[src/rtl/aoc_day1_cmd_parser.sv]
// Parser for the Day 1 puzzle text: turns an ASCII stream such as
// "L68\nR48\n" into {direction, amount} rotation commands. It takes bytes
// over a valid/ready handshake and emits commands from a registered
// valid/ready output slot. Sticky flags report clamping, malformed input
// and clean end-of-file.
module aoc_day1_cmd_parser #(
  parameter int DATA_W = 32
) (
  input  logic              clk,
  input  logic              rst,
  input  logic [7:0]        in_byte,
  input  logic              in_valid,
  input  logic              in_last,
  output logic              in_ready,
  output logic [DATA_W-1:0] cmd_data,
  output logic              cmd_dir_r,
  output logic              cmd_valid,
  input  logic              cmd_ready,
  output logic [DATA_W-1:0] cmd_count,
  output logic              sat,
  output logic              err,
  output logic              done
);

  typedef enum logic [1:0] {S_DIR, S_NUM, S_DONE, S_ERR} state_t;

  localparam int WIDE_W = DATA_W + 4;

  state_t              state, state_next;
  logic [DATA_W-1:0]   acc;
  logic [3:0]          ndig;
  logic                dir;

  logic                accept;
  logic                is_ws, is_digit, is_l, is_r;
  logic [WIDE_W-1:0]   acc_wide;
  logic                acc_ovf;
  logic [DATA_W-1:0]   acc_new;

  // Decode flags produced by the next-state logic for the datapath.
  logic                start_line;
  logic                dig_step;
  logic                emit;

  assign accept   = in_valid && in_ready;
  assign is_ws    = (in_byte == 8'h0A) || (in_byte == 8'h0D) || (in_byte == 8'h20);
  assign is_digit = (in_byte >= 8'h30) && (in_byte <= 8'h39);
  assign is_l     = (in_byte == 8'h4C);
  assign is_r     = (in_byte == 8'h52);

  // acc*10 + digit with four guard bits, so the largest possible result
  // (all-ones * 10 + 9) still fits and overflow is just a nonzero top nibble.
  // For a digit the low nibble of the ASCII code is its value.
  assign acc_wide = ({4'b0, acc} * WIDE_W'(10)) + WIDE_W'(in_byte[3:0]);
  assign acc_ovf  = |acc_wide[WIDE_W-1:DATA_W];
  // Once clamped, all-ones times ten overflows again, so the clamp holds
  // for the rest of the line without a separate flag.
  assign acc_new  = acc_ovf ? '1 : acc_wide[DATA_W-1:0];

  // State register.
  always_ff @(posedge clk) begin
    // NOTE: sequential state uses non-blocking assignments so every register
    // samples pre-edge values regardless of statement order.
    if (rst) state <= S_DIR;
    else     state <= state_next;
  end

  // Next-state and per-byte decode.
  always_comb begin
    // NOTE: every combinational output gets a default first; a path that
    // leaves one unassigned would infer a latch.
    state_next = state;
    start_line = 1'b0;
    dig_step   = 1'b0;
    emit       = 1'b0;
    unique case (state)
      S_DIR: if (accept) begin
        if (is_l || is_r) begin
          start_line = 1'b1;
          // A direction letter cannot end the file.
          state_next = in_last ? S_ERR : S_NUM;
        end else if (is_ws) begin
          state_next = in_last ? S_DONE : S_DIR;
        end else begin
          state_next = S_ERR;
        end
      end
      S_NUM: if (accept) begin
        if (is_digit) begin
          dig_step = 1'b1;
          // A final digit without a trailing newline still completes the line.
          if (in_last) begin
            emit       = 1'b1;
            state_next = S_DONE;
          end
        end else if (is_ws && (ndig != 4'd0)) begin
          emit       = 1'b1;
          state_next = in_last ? S_DONE : S_DIR;
        end else begin
          state_next = S_ERR;
        end
      end
      S_DONE:  state_next = S_DONE;
      default: state_next = S_ERR;
    endcase
  end

  // Outputs decoded from state: terminal states refuse input, and a byte is
  // only taken when the output slot is free or being drained this cycle.
  always_comb begin
    in_ready = ((state == S_DIR) || (state == S_NUM)) && (!cmd_valid || cmd_ready);
    done     = (state == S_DONE);
    err      = (state == S_ERR);
  end

  // Line accumulator and output command slot.
  always_ff @(posedge clk) begin
    // NOTE: every register here, including the output slot, is cleared on
    // reset so a partial line or held command cannot leak past it.
    if (rst) begin
      acc       <= '0;
      ndig      <= '0;
      dir       <= 1'b0;
      cmd_valid <= 1'b0;
      cmd_data  <= '0;
      cmd_dir_r <= 1'b0;
      cmd_count <= '0;
      sat       <= 1'b0;
    end else begin
      if (start_line) begin
        dir  <= is_r;
        acc  <= '0;
        ndig <= '0;
      end
      if (dig_step) begin
        acc  <= acc_new;
        ndig <= (ndig == 4'hF) ? ndig : ndig + 4'd1;
        if (acc_ovf) sat <= 1'b1;
      end
      if (emit) begin
        cmd_valid <= 1'b1;
        // A final digit emits in the same edge it is accumulated.
        cmd_data  <= dig_step ? acc_new : acc;
        cmd_dir_r <= dir;
        cmd_count <= cmd_count + DATA_W'(1);
      end else if (cmd_ready) begin
        cmd_valid <= 1'b0;
      end
    end
  end

endmodule

[config.mk]
export PLATFORM = sky130hd
export DESIGN_NAME = aoc_day1_cmd_parser
export DESIGN_NICKNAME = d
export VERILOG_FILES = /design/src/rtl/aoc_day1_cmd_parser.sv
export SDC_FILE = /design/constraint.sdc
export NUM_CORES = 1
export LEC_CHECK = 0
export BUFFER_PORTS_ARGS = -buffer_cell sky130_fd_sc_hd__buf_2
export CAP_MARGIN = 5
export CORE_ASPECT_RATIO = 0.7
export CORE_MARGIN = 8
export CORE_UTILIZATION = 40
export DETAILED_ROUTE_END_ITERATION = 10
export GPL_ROUTABILITY_DRIVEN = 0
export PLACE_DENSITY_LB_ADDON = 0.2
export REMOVE_ABC_BUFFERS = 1
export SETUP_SLACK_MARGIN = 0.05
export SLEW_MARGIN = 10
export SYNTH_ARGS = -nofsm -noshare
export SYNTH_HDL_FRONTEND = slang
export SYNTH_SLANG_ARGS = --single-unit
[constraint.sdc]
create_clock -name clk -period 13.8 [get_ports clk]
set_input_delay 1.38 -clock clk [delete_from_list [all_inputs] [get_ports clk]]
set_output_delay 1.38 -clock clk [all_outputs]
set_load 0.02 [all_outputs]
# Word level (Yosys, flattened, before mapping)
# Cells that the tools add are included.
dict set report classes {
  addsub 3
  mul 1
  div 0
  magnitude_cmp 2
  eq_ne 13
  shifts 0
  n_mux 30
  bitwise 0
  reduce_logical 18
}
# operator n
set ops {}
lappend ops {{two-way mux 32 bit} 4}
lappend ops {{adder 36 x 4 -> 36 bit} 1}
lappend ops {{multiplier 32 x 3 -> 35 bit (second input constant)} 1}
lappend ops {{adder 32 x 1 -> 32 bit (second input constant)} 1}
lappend ops {{two-way mux 2 bit} 9}
lappend ops {{equality test 8 x 4 -> 1 bit (second input constant)} 2}
lappend ops {{equality test 8 x 7 -> 1 bit (second input constant)} 2}
lappend ops {{two-way mux 1 bit} 13}
lappend ops {{two-way mux 4 bit} 3}
lappend ops {{equality test 8 x 6 -> 1 bit (second input constant)} 1}
lappend ops {{>= comparator 8 x 6 -> 1 bit (second input constant)} 1}
lappend ops {{<= comparator 8 x 6 -> 1 bit (second input constant)} 1}
lappend ops {{!= test 2 bit (second input constant)} 3}
lappend ops {{one-hot mux 2 bit (3 select lines)} 1}
lappend ops {{logical OR 1 bit} 5}
lappend ops {{adder 4 x 1 -> 4 bit (second input constant)} 1}
lappend ops {{equality test 2 bit (second input constant)} 2}
lappend ops {{equality test 4 bit (second input constant)} 1}
lappend ops {{logical AND 1 bit} 4}
lappend ops {{AND reduction 2 bit} 2}
lappend ops {{nonzero test 2 bit} 2}
lappend ops {{nonzero test 4 bit} 1}
lappend ops {{OR reduction 4 bit} 1}
lappend ops {{!= test 3 bit (second input constant)} 1}
lappend ops {{other kinds (4)} 4}
dict set report word_totals {
  regBits 106
  latch_bits 0
  ramBits 0
  mem_bits_ro 0
  input_bits 13
  out_inout_bits 70
  elab_cells 76
  mem_count 0
}

# Longest topological paths before layout
# Gate-level depths: netlist of the first run.
dict set report logic_depth {
  word_depth 9
  depth_mapped 17
}

# Least setup slack after synthesis of the first run
# Ideal clock, no wire load.
dict set report synth_path {
  kind {input -> register}
  startpoint {input in_byte[2]}
  endpoint {register cmd_data[22]}
  arrival_ns 4.345
  required_ns 13.704
  slack_ns 9.359
  path_stages 13
  path_cell_list {ha_1 > a21o_1 > a21oi_1 > nand2b_1 > or2_2 > or4_1 > nor3_1 > nand4_1 > nor4_4 > mux2i_4 > buf_6 > nor2_2 > o41ai_2}
}
dict set report synth_between {
  elab_chain_len 8
  word_cells_on_any_way 20
}
# element line_no
set synth_lines {}
lappend synth_lines {{from (decl)} 11} ;# input logic [7:0] in_byte,
lappend synth_lines {{branches (longest 8 deep; another with adder 36 x 4 -> 36 bit)} -}
lappend synth_lines {{to (signal assigned)} 143} ;# cmd_data <= dig_step ? acc_new : acc;
lappend synth_lines {{to (decl)} 15} ;# output logic [DATA_W-1:0] cmd_data,
# Parallel ways; which one is timed is not known.
# A chain may end at the register's enable or synchronous reset.

# Worst setup path in the final report of the first run
dict set report layout_path {
  startpoint {register acc[1]}
  endpoint {register cmd_data[16]}
}
dict set report layout_between {
  elab_chain_len 5
}
# element line_no
set layout_lines {}
lappend layout_lines {{from (decl)} 30} ;# logic [DATA_W-1:0] acc;
lappend layout_lines {{from (signal assigned)} 136} ;# acc <= acc_new;
lappend layout_lines {{multiplier 32 x 3 -> 35 bit *} 54} ;# assign acc_wide = ({4'b0, acc} * WIDE_W'(10)) + WIDE_W'(in_byte[3:0]);
lappend layout_lines {{adder 36 x 4 -> 36 bit *} 54}
lappend layout_lines {{OR reduction 4 bit} 55} ;# assign acc_ovf = |acc_wide[WIDE_W-1:DATA_W];
lappend layout_lines {{two-way mux 32 bit *} 58} ;# assign acc_new = acc_ovf ? '1 : acc_wide[DATA_W-1:0];
lappend layout_lines {{two-way mux 32 bit *} 143}
# Every way passes the cells marked *; elsewhere a longest branch is shown, timed or not.

==> impl_metrics.toml, run 1 <==
[layout]
fin_nets = 1065
register_area_sq_um = 2122
n_antenna_cell = 0
multiInputGateArea_sq_um = 5174
syn_to_final_growth_pct = 11.24
layout_commonest_cell = "nor2_1"
finalInstanceArea_sq_um = 8436
drive_gt1_share_pct = 16.08
fill_cells = 1900
mostFrequentLayoutCells = "nor2_1 (116), dfxtp_1 (106), a21oi_1 (87)"

[die]
fp.dieArea_sq_um = 23690
chipHeight_microns = 131.2
die_x_microns = 180.6
rows = 42
start_util_pct = 40.42
coreArea_sq_um = 18760
io_pins = 83

[sta]
period_needed_ps = 5410
finalSetupViolCount = 0
hold_viol = 0
hold_ws_ps = 462.8
drv_slew = 0
rsz0062_at_grt = "no"
finalCritPeriodShare_pct = 39.20
relSlewSlack_pct = 40.88
fmax_mhz = 184.9
setup_slack_ps = 8390
setup_tns_ps = 0
fin_skew_ps = 18.68
worst_slew_pin_slew_ps = 886.8

[critical_path]
path_max_fanout = 21
cp-end-kind = "flop"
worstPathRequired_ps = 14060
critPathMaxStageDelay_ps = 680
worstReg2RegEnd = "cmd_data[16]$_SDFFE_PP0P_"
critPathSlowestCell = "or4_1"
r2r_slack_ps = 8390
crit_path_start = "acc[1]$_SDFFE_PP0P_"
arrival_ps = 5670
critPathMostFrequentCell = "ha_1"
r2r_start = "acc[1]$_SDFFE_PP0P_"
crit_path_start_kind = "flop"
cp_cell_sequence = "ha_1, ha_1, inv_1, fa_1, nand2b_1, a21oi_2, o21ai_1, a21boi_1, o311ai_1, or3b_1, or4_1, nor4_4, mux2i_4, buf_4, nor2_2, o41ai_2"
path_class = "reg2reg"
r2r_cells = 16
crit_end = "cmd_data[16]$_SDFFE_PP0P_"

[pwr]
p_total_uw = 614.5
power_density_nw_per_um2 = 72.85
vdd_ir_drop_max_mv = 0.06144
power_leakage_uw = 0.003615

[synthesis]
avgSynthCellArea_sq_um = 8.059
synth-seq-area-share_pct = 27.98
synth_seq_cells = 106
synth_flop_cell = "dfxtp_1"
synth_area_sq_um = 7584
synthCells = 941
synth-edff-count = 0
ys_warn_count = 0
synth_cell_types = 68
synthArstFlopShare_pct = 0

[drt]
dr.pass1.iters = 5
drtAntennaViolNets = 0
avgViaCountPerCell = 5.613
wirelength_microns = 20540
drcViolationCount = 0
wl_per_cell_microns = 16.68
vias = 6910
drtIter0Drc = 481

[place]
port_buffers = 82
dpl_worst_slack_ps = 8369
place_area_sq_um = 8117
place.detailed.hpwl_microns = 15210

[global_routing]
antenna_found_initial = 1
grt_overflow_total = 0
grt_max_degree = 83
grt_pass1_vias = 6450
grt_pass1_wl_microns = 34140
grtUsageTotal_pct = 17.18

[status]
run_status = "finished clean"

[job]
maxCapViolCount = 0

[clocking]
cts-buffers-inserted = 9
cts_tree = "built"
cts_root_buf = "clkbuf_16"
cts_setup_buffers = 0
cts.clk_slew.worst_paths_ps = 90
hold_buffers = 0
htree_levels = 3
cts.sinks = 106
cts_buffer_depth = 2
ctsResizeCount = 0
clock_latency_ps = 370

[min_path]
hold_depth = 2
min_path_type = "reg2reg"
-- synthesized netlist by cell type, drive strengths merged, types with 9 or more instances --
library cell  number  area share, %
nor2             128            6.7
nand4             25            2.1
o21ai             46            3.1
dfxtp            106             28
a21o              12            1.2
o41ai             26            5.1
a21oi             91            6.2
xnor2             29            3.3
and4               9            1.0
nand2             63            3.1
nand3             20            1.3
buf               12           0.91
ha                66             11
o211ai             9           0.89
or3               15            1.2
inv               18           0.89
and3              13            1.1
xor2              36            4.2
nor3              53            3.5
nand3b            30            3.0
clkbuf            43            2.1
-- per-stage QoR --
| step | cells | utilization, % |
|---|---|---|
| 6_report | 1231 | 44.96 |
| 5_1_grt | 1231 | 44.96 |
| 4_1_cts | 1231 | 44.96 |
| 3_5_place_dp | 1215 | 43.26 |
| 3_3_place_gp | 1215 | 43.26 |
| 2_1_floorplan | 886 | - |
-- power by group --
part | switching [uW] | internal, uW
Sequential | 1.65 | 307
Clock | 135 | 146
Combinational | 16.8 | 8.24
Total | 154 | 461
-- routing by layer --
metal	global-route usage [%]	share of wire [%]	routed length, microns
met1	26.37	54	11070
met2	23.71	40	8193
met5	0	0.063	13
met4	3.755	1.0	212
met3	3.662	5.1	1050
-- cells by family after synthesis --
| family | after synthesis | synth area share (%) |
|---|---|---|
| AOI/OAI and AO/OA | 223 | 20.99 |
| xor gates and xnor gates | 65 | 7.507 |
| adders and majority gates | 68 | 11.42 |
| buffers and inverters | 73 | 3.927 |
| DFF | 106 | 27.98 |
| muxes | 5 | 0.8414 |
| and+or+nand+nor | 401 | 27.34 |
-- critical path: cells and delay by family, from the launching register on --
family / cells / cell delay [ps]
and+or+nand+nor: 5 / 1820
AOI/OAI and AO/OA: 5 / 1190
adders and majority gates: 3 / 880
muxes: 1 / 560
buffers and inverters: 2 / 480
DFF: 1 / 370
-- worst min-delay path by stage --
stage,endpoint,start
finish,cmd_dir_r$_SDFFE_PP0P_,cmd_dir_r$_SDFFE_PP0P_
global route,cmd_dir_r$_SDFFE_PP0P_,cmd_dir_r$_SDFFE_PP0P_
CTS,cmd_dir_r$_SDFFE_PP0P_,cmd_dir_r$_SDFFE_PP0P_
detailed placement,cmd_dir_r$_SDFFE_PP0P_,cmd_dir_r$_SDFFE_PP0P_
global placement,cmd_dir_r$_SDFFE_PP0P_,cmd_dir_r$_SDFFE_PP0P_
floorplan,cmd_dir_r$_SDFFE_PP0P_,dir$_SDFFE_PP0P_
-- registers in the layout, summed over array words and instances (netlist names), 2 cells and up --
register / cells
cmd_count: 32
state: 2
cmd_data: 32
acc: 32
ndig: 4
-- cell type report --
cell class              count  area share [%]
multi-input cells         762           61.33
flip-flops and latches    106           25.16
well taps                 242           3.589
repair buffers             87           5.340
inverters                  18          0.8009
clock inverters             7           1.112
clock buffers               9           2.670
Power figures use the tool's default switching activity.
==> inputs of run 2 (changes only) <==
Clock period 13.8 ns to 4.7 ns, I/O delays scaled along.
==> impl_metrics.toml, run 2 (synthesis results as in run 1) <==
[clocking]
hold_buffers = 0
cts-buffers-inserted = 9
cts.clk_slew.worst_paths_ps = 80
clock_latency_ps = 370
cts_root_buf = "clkbuf_16"
cts_tree = "built"
htree_levels = 3
cts.sinks = 106
cts_buffer_depth = 2

[critical_path]
critPathMostFrequentCell = "ha_1"
crit_path_start_kind = "flop"
arrival_ps = 4750
crit_buf_inv = 3
critPathMaxStageDelay_ps = 540
path_max_fanout = 9
cp_cell_sequence = "ha_1, ha_1, a211oi_2, o21ai_0, o211a_1, o211a_4, o21ai_2, or3b_4, or4_4, buf_4, o2111a_1, mux2i_4, buf_12, clkbuf_16, nor2_2, o41ai_2"
critPathSlowestCell = "or4_4"
worstPathRequired_ps = 4970
path_class = "reg2reg"
crit_family = "compound AO/OA/AOI/OAI gates"
cp-end-kind = "flop"

[layout]
drive_gt1_share_pct = 20.18
syn_to_final_growth_pct = 15.72
finalInstanceArea_sq_um = 8776
layout_commonest_cell = "nor2_1"
reg.largest.list = "acc (32), cmd_count (32), cmd_data (32)"
n_antenna_cell = 0
fin_cells = 1258
fin_nets = 1092
mostFrequentLayoutCells = "nor2_1 (116), dfxtp_1 (104), a21oi_1 (84)"

[pwr]
vdd_ir_drop_max_mv = 0.1489
pwr-share-seq_pct = 52.0
p_switching_uw = 430.2
power_density_nw_per_um2 = 198.2
internal_power_uw = 1309
clock_power_share_pct = 43.6
p_sw_share_pct = 24.73
power_leakage_uw = 0.003806
p_total_uw = 1740
combPwrFrac_pct = 4.4

[die]
io_pins = 83
die_x_microns = 180.6
start_util_pct = 40.42
coreArea_sq_um = 18760
fp.dieArea_sq_um = 23690
chipHeight_microns = 131.2
rows = 42

[sta]
drv_slew = 0
period_needed_ps = 4480
rsz0062_at_grt = "no"
relSlewSlack_pct = 42.08
setup_tns_ps = 0
hold_viol = 0
worst_slew_pin_slew_ps = 865.6
finalSetupViolCount = 0
fin_skew_ps = 9.185
fmax_mhz = 223.2
finalCritPeriodShare_pct = 95.33

[global_routing]
grt_pass1_wl_microns = 34180
grt_max_degree = 77
grt_pass1_vias = 6475
grt_overflow_total = 0
antenna_found_initial = 0
grtUsageTotal_pct = 17.26

[min_path]
min_path_type = "in2reg"

[drt]
wirelength_microns = 21200
dr.pass1.iters = 5
drtAntennaViolNets = 0
vias = 7006
wl_per_cell_microns = 16.85
drcViolationCount = 0
avgViaCountPerCell = 5.569
drtIter0Drc = 357

[place]
dp.cells = 1236
place_area_sq_um = 8287
place.detailed.hpwl_microns = 15720
port_buffers = 82

[job]
maxCapViolCount = 0

[status]
run_status = "finished clean"
==> run 2: cell count changes in the layout (fill, tap and decap cells not counted), moves of 3 or more <==
cell | previous run | this run
nor3_1 | 53 | 50
a21oi_1 | 87 | 84
a21oi_2 | 4 | 7
buf_4 | 6 | 28
==> run 2: final timing paths <==
| kind | to | startpoint | slack, ps | cells after the start |
|---|---|---|---|---|
| max reg2reg | cmd_data[17]$_SDFFE_PP0P_ | acc[7]$_SDFFE_PP0P_ | 220 | 16 |
| max | cmd_data[17]$_SDFFE_PP0P_ | acc[7]$_SDFFE_PP0P_ | 220 | 16 |
| min | cmd_valid$_SDFFE_PP0P_ | cmd_ready | 370 | 3 |
| min reg2reg | sat$_SDFFE_PP0P_ | sat$_SDFFE_PP0P_ | 450 | 2 |
==> run 2: through the flow <==
stage	util [%]	worst slack, ps	hold WS (ps)
final	46.78	219.6	370.2
after global routing	46.78	35.01	387.9
after CTS	45.70	88.96	361.9
after detailed placement	44.17	118.2	445.7
after global placement	44.17	71.40	440.3
after floorplan	-	-95.64	425.4
==> run 2: power by group through the flow <==
stage / Clock, uW / Sequential, uW / Combinational (uW)
after global routing: 818 / 905 / 84.8
after detailed placement: 0 / 926 / 74.6
after global placement: 0 / 926 / 75.0
after floorplan: 0 / 925 / 36.8
after CTS: 783 / 905 / 75.1
final: 758 / 905 / 76.6
==> run 2: cell type report <==
type                            count  area (sq um)
Fill cell                        1901          9985
Timing Repair Buffer              114         720.7
Tap cell                          242         302.8
Inverter                           18         67.56
Multi-Input combinational cell    762          5273
Sequential cell                   106          2125
Clock inverter                      5         45.04
Clock buffer                       11         242.7
==> run 2: layer usage <==
metal  vias up  wire (microns)  track usage [%]
met1      3278           11510            25.83
li1       3569               -                -
met3         9            1287            5.066
met5         -               0                0
met2       150            8280            24.00
met4         0             121            2.885
==> run 2: worst register-to-register path, delay by kind of cell (launching register included) <==
kind	cells	cell delay [ps]
AOI/OAI and AO/OA	7	1610
and+or+nand+nor	3	1010
adders and majority gates	2	680
buffers and inverters	3	500
DFF	1	410
muxes	1	170
==> run 2: timing repair <==
action | in CTS | in global routing
buffers inserted | 0 | 4
gates resized for setup | 0 | 25
setup endpoints to repair | 0 | 63
==> inputs of run 3 (changes only) <==
Settings changed: CORE_UTILIZATION 40 to 54.
==> impl_metrics.toml, run 3 (synthesis results as in run 1) <==
[global_routing]
grt_max_degree = 74
use_met2_pct = 28.73
grt_overflow_total = 0
grt_pass1_vias = 6394
busiest_layer = "met1"
antenna_found_initial = 0
grtUsageMet3_pct = 6.271
grt_pass1_wl_microns = 32150
grtUsageTotal_pct = 21.66
grt_use_met1_pct = 33.10

[layout]
n_antenna_cell = 0
drive_gt1_share_pct = 20.51
mostFrequentLayoutCells = "nor2_1 (116), dfxtp_1 (104), a21oi_1 (82)"
fin_cells = 1204
postLayoutCoreUtil_pct = 63.31
layout_commonest_cell = "nor2_1"
fin_nets = 1090
syn_to_final_growth_pct = 15.44
reg.largest.list = "acc (32), cmd_count (32), cmd_data (32)"

[critical_path]
worstPathRequired_ps = 4960
crit_path_start_kind = "flop"
path_class = "reg2reg"
path_max_fanout = 10
cp-end-kind = "flop"
arrival_ps = 4710
r2r_slack_ps = 250

[clocking]
cts.clk_slew.worst_paths_ps = 80
cts_root_buf = "clkbuf_16"
cts-buffers-inserted = 9
clock_latency_ps = 370
cts_buffer_depth = 2
htree_levels = 3
cts_tree = "built"
cts.sinks = 106

[sta]
rsz0062_at_grt = "no"
relSlewSlack_pct = 32.78
drv_slew = 0
finalSetupViolCount = 0
period_needed_ps = 4455
worst_slew_pin_slew_ps = 995.6
setup_slack_ps = 245.3
hold_viol = 0
hold_ws_ps = 388.0
fmax_mhz = 224.5
finalCritPeriodShare_pct = 94.78
fin_skew_ps = 13.03

[die]
die_x_microns = 157.6
start_util_pct = 54.84
fp.dieArea_sq_um = 18150
chipHeight_microns = 115.2
rows = 36
io_pins = 83
coreArea_sq_um = 13830

[place]
dpl_worst_slack_ps = 129.7
port_buffers = 82
dp.cells = 1182
place.detailed.hpwl_microns = 14440

[drt]
drtAntennaViolNets = 0
wl_per_cell_microns = 16.49
vias = 7152
drcViolationCount = 0
drtIter0Drc = 811
dr.pass1.iters = 5
avgViaCountPerCell = 5.940
wirelength_microns = 19850

[pwr]
power_density_nw_per_um2 = 206.3
vdd_ir_drop_max_mv = 0.1721
power_leakage_uw = 0.003807
p_total_uw = 1806

[job]
maxCapViolCount = 0

[min_path]
min_path_type = "in2reg"

[status]
run_status = "finished clean"
## run 3: cell count changes in the layout (fill, tap and decap cells not counted), moves of 2 or more
| cell | before | now |
|---|---|---|
| nor3_2 | 2 | 0 |
| a21oi_1 | 84 | 82 |
| buf_4 | 28 | 26 |
| ha_1 | 64 | 62 |
| a21oi_4 | 0 | 2 |
| o41ai_1 | 3 | 5 |
| nor3_1 | 50 | 52 |
| o21ai_1 | 6 | 4 |
| ha_2 | 1 | 4 |
| o41ai_2 | 23 | 21 |
## run 3: worst paths after layout
kind / start / to / cells past startpoint
max: acc[2]$_SDFFE_PP0P_ / cmd_data[31]$_SDFFE_PP0P_ / 16
min: cmd_ready / cmd_valid$_SDFFE_PP0P_ / 3
max reg2reg: acc[2]$_SDFFE_PP0P_ / cmd_data[31]$_SDFFE_PP0P_ / 16
min reg2reg: cmd_data[1]$_SDFFE_PP0P_ / cmd_data[1]$_SDFFE_PP0P_ / 2
## run 3: timing repair
| item | 4_1_cts | 5_1_grt |
|---|---|---|
| hold buffers | 0 | 0 |
| buffers inserted | 0 | 4 |
| resized for setup | 0 | 30 |
| setup endpoints to repair | 0 | 65 |
## run 3: where the power goes
group / leakage [uW] / total [uW] / internal, uW / switching (uW)
logic: 0.00279 / 75.1 / 25.7 / 49.3
registers: 0.000855 / 905 / 900 / 4.84
clock network: 0.000158 / 826 / 442 / 384
## run 3: through the flow
step,setup TNS (ps),cell area (sq um)
after detailed placement,0,8219
final,0,8755
after CTS,0,8542
after global placement,0,8219
after global routing,0,8755
after floorplan,-686.2,7353
## run 3: worst max-delay path, cell delays in order (launching register included)
cell and delay (ps):
dfxtp_1 410, ha_1 280, ha_1 340, a211oi_4 280
o31ai_4 120, a31o_1 270, o211a_4 270, o21ai_2 150
or3b_4 410, or4_4 550, buf_4 170, o2111a_1 270
mux2i_4 170, buf_12 150, buf_12 140, nor2_1 70
o41ai_1 290
## run 3: layout make-up
type / instances / area, sq um
tap: 190 / 237.7
timing repair buffer: 112 / 710.7
clock inverter: 6 / 83.83
clock buffer: 10 / 239.0
sequential: 106 / 2125
multi-input combinational: 762 / 5291
fill: 1230 / 5074
inverter: 18 / 67.56
## run 3: metal layers
| layer | share of wire, % | up-vias |
|---|---|---|
| met4 | 0.75 | 2 |
| met1 | 52 | 3323 |
| met5 | 0.23 | - |
| li1 | - | 3562 |
| met2 | 38 | 251 |
| met3 | 8.8 | 14 |
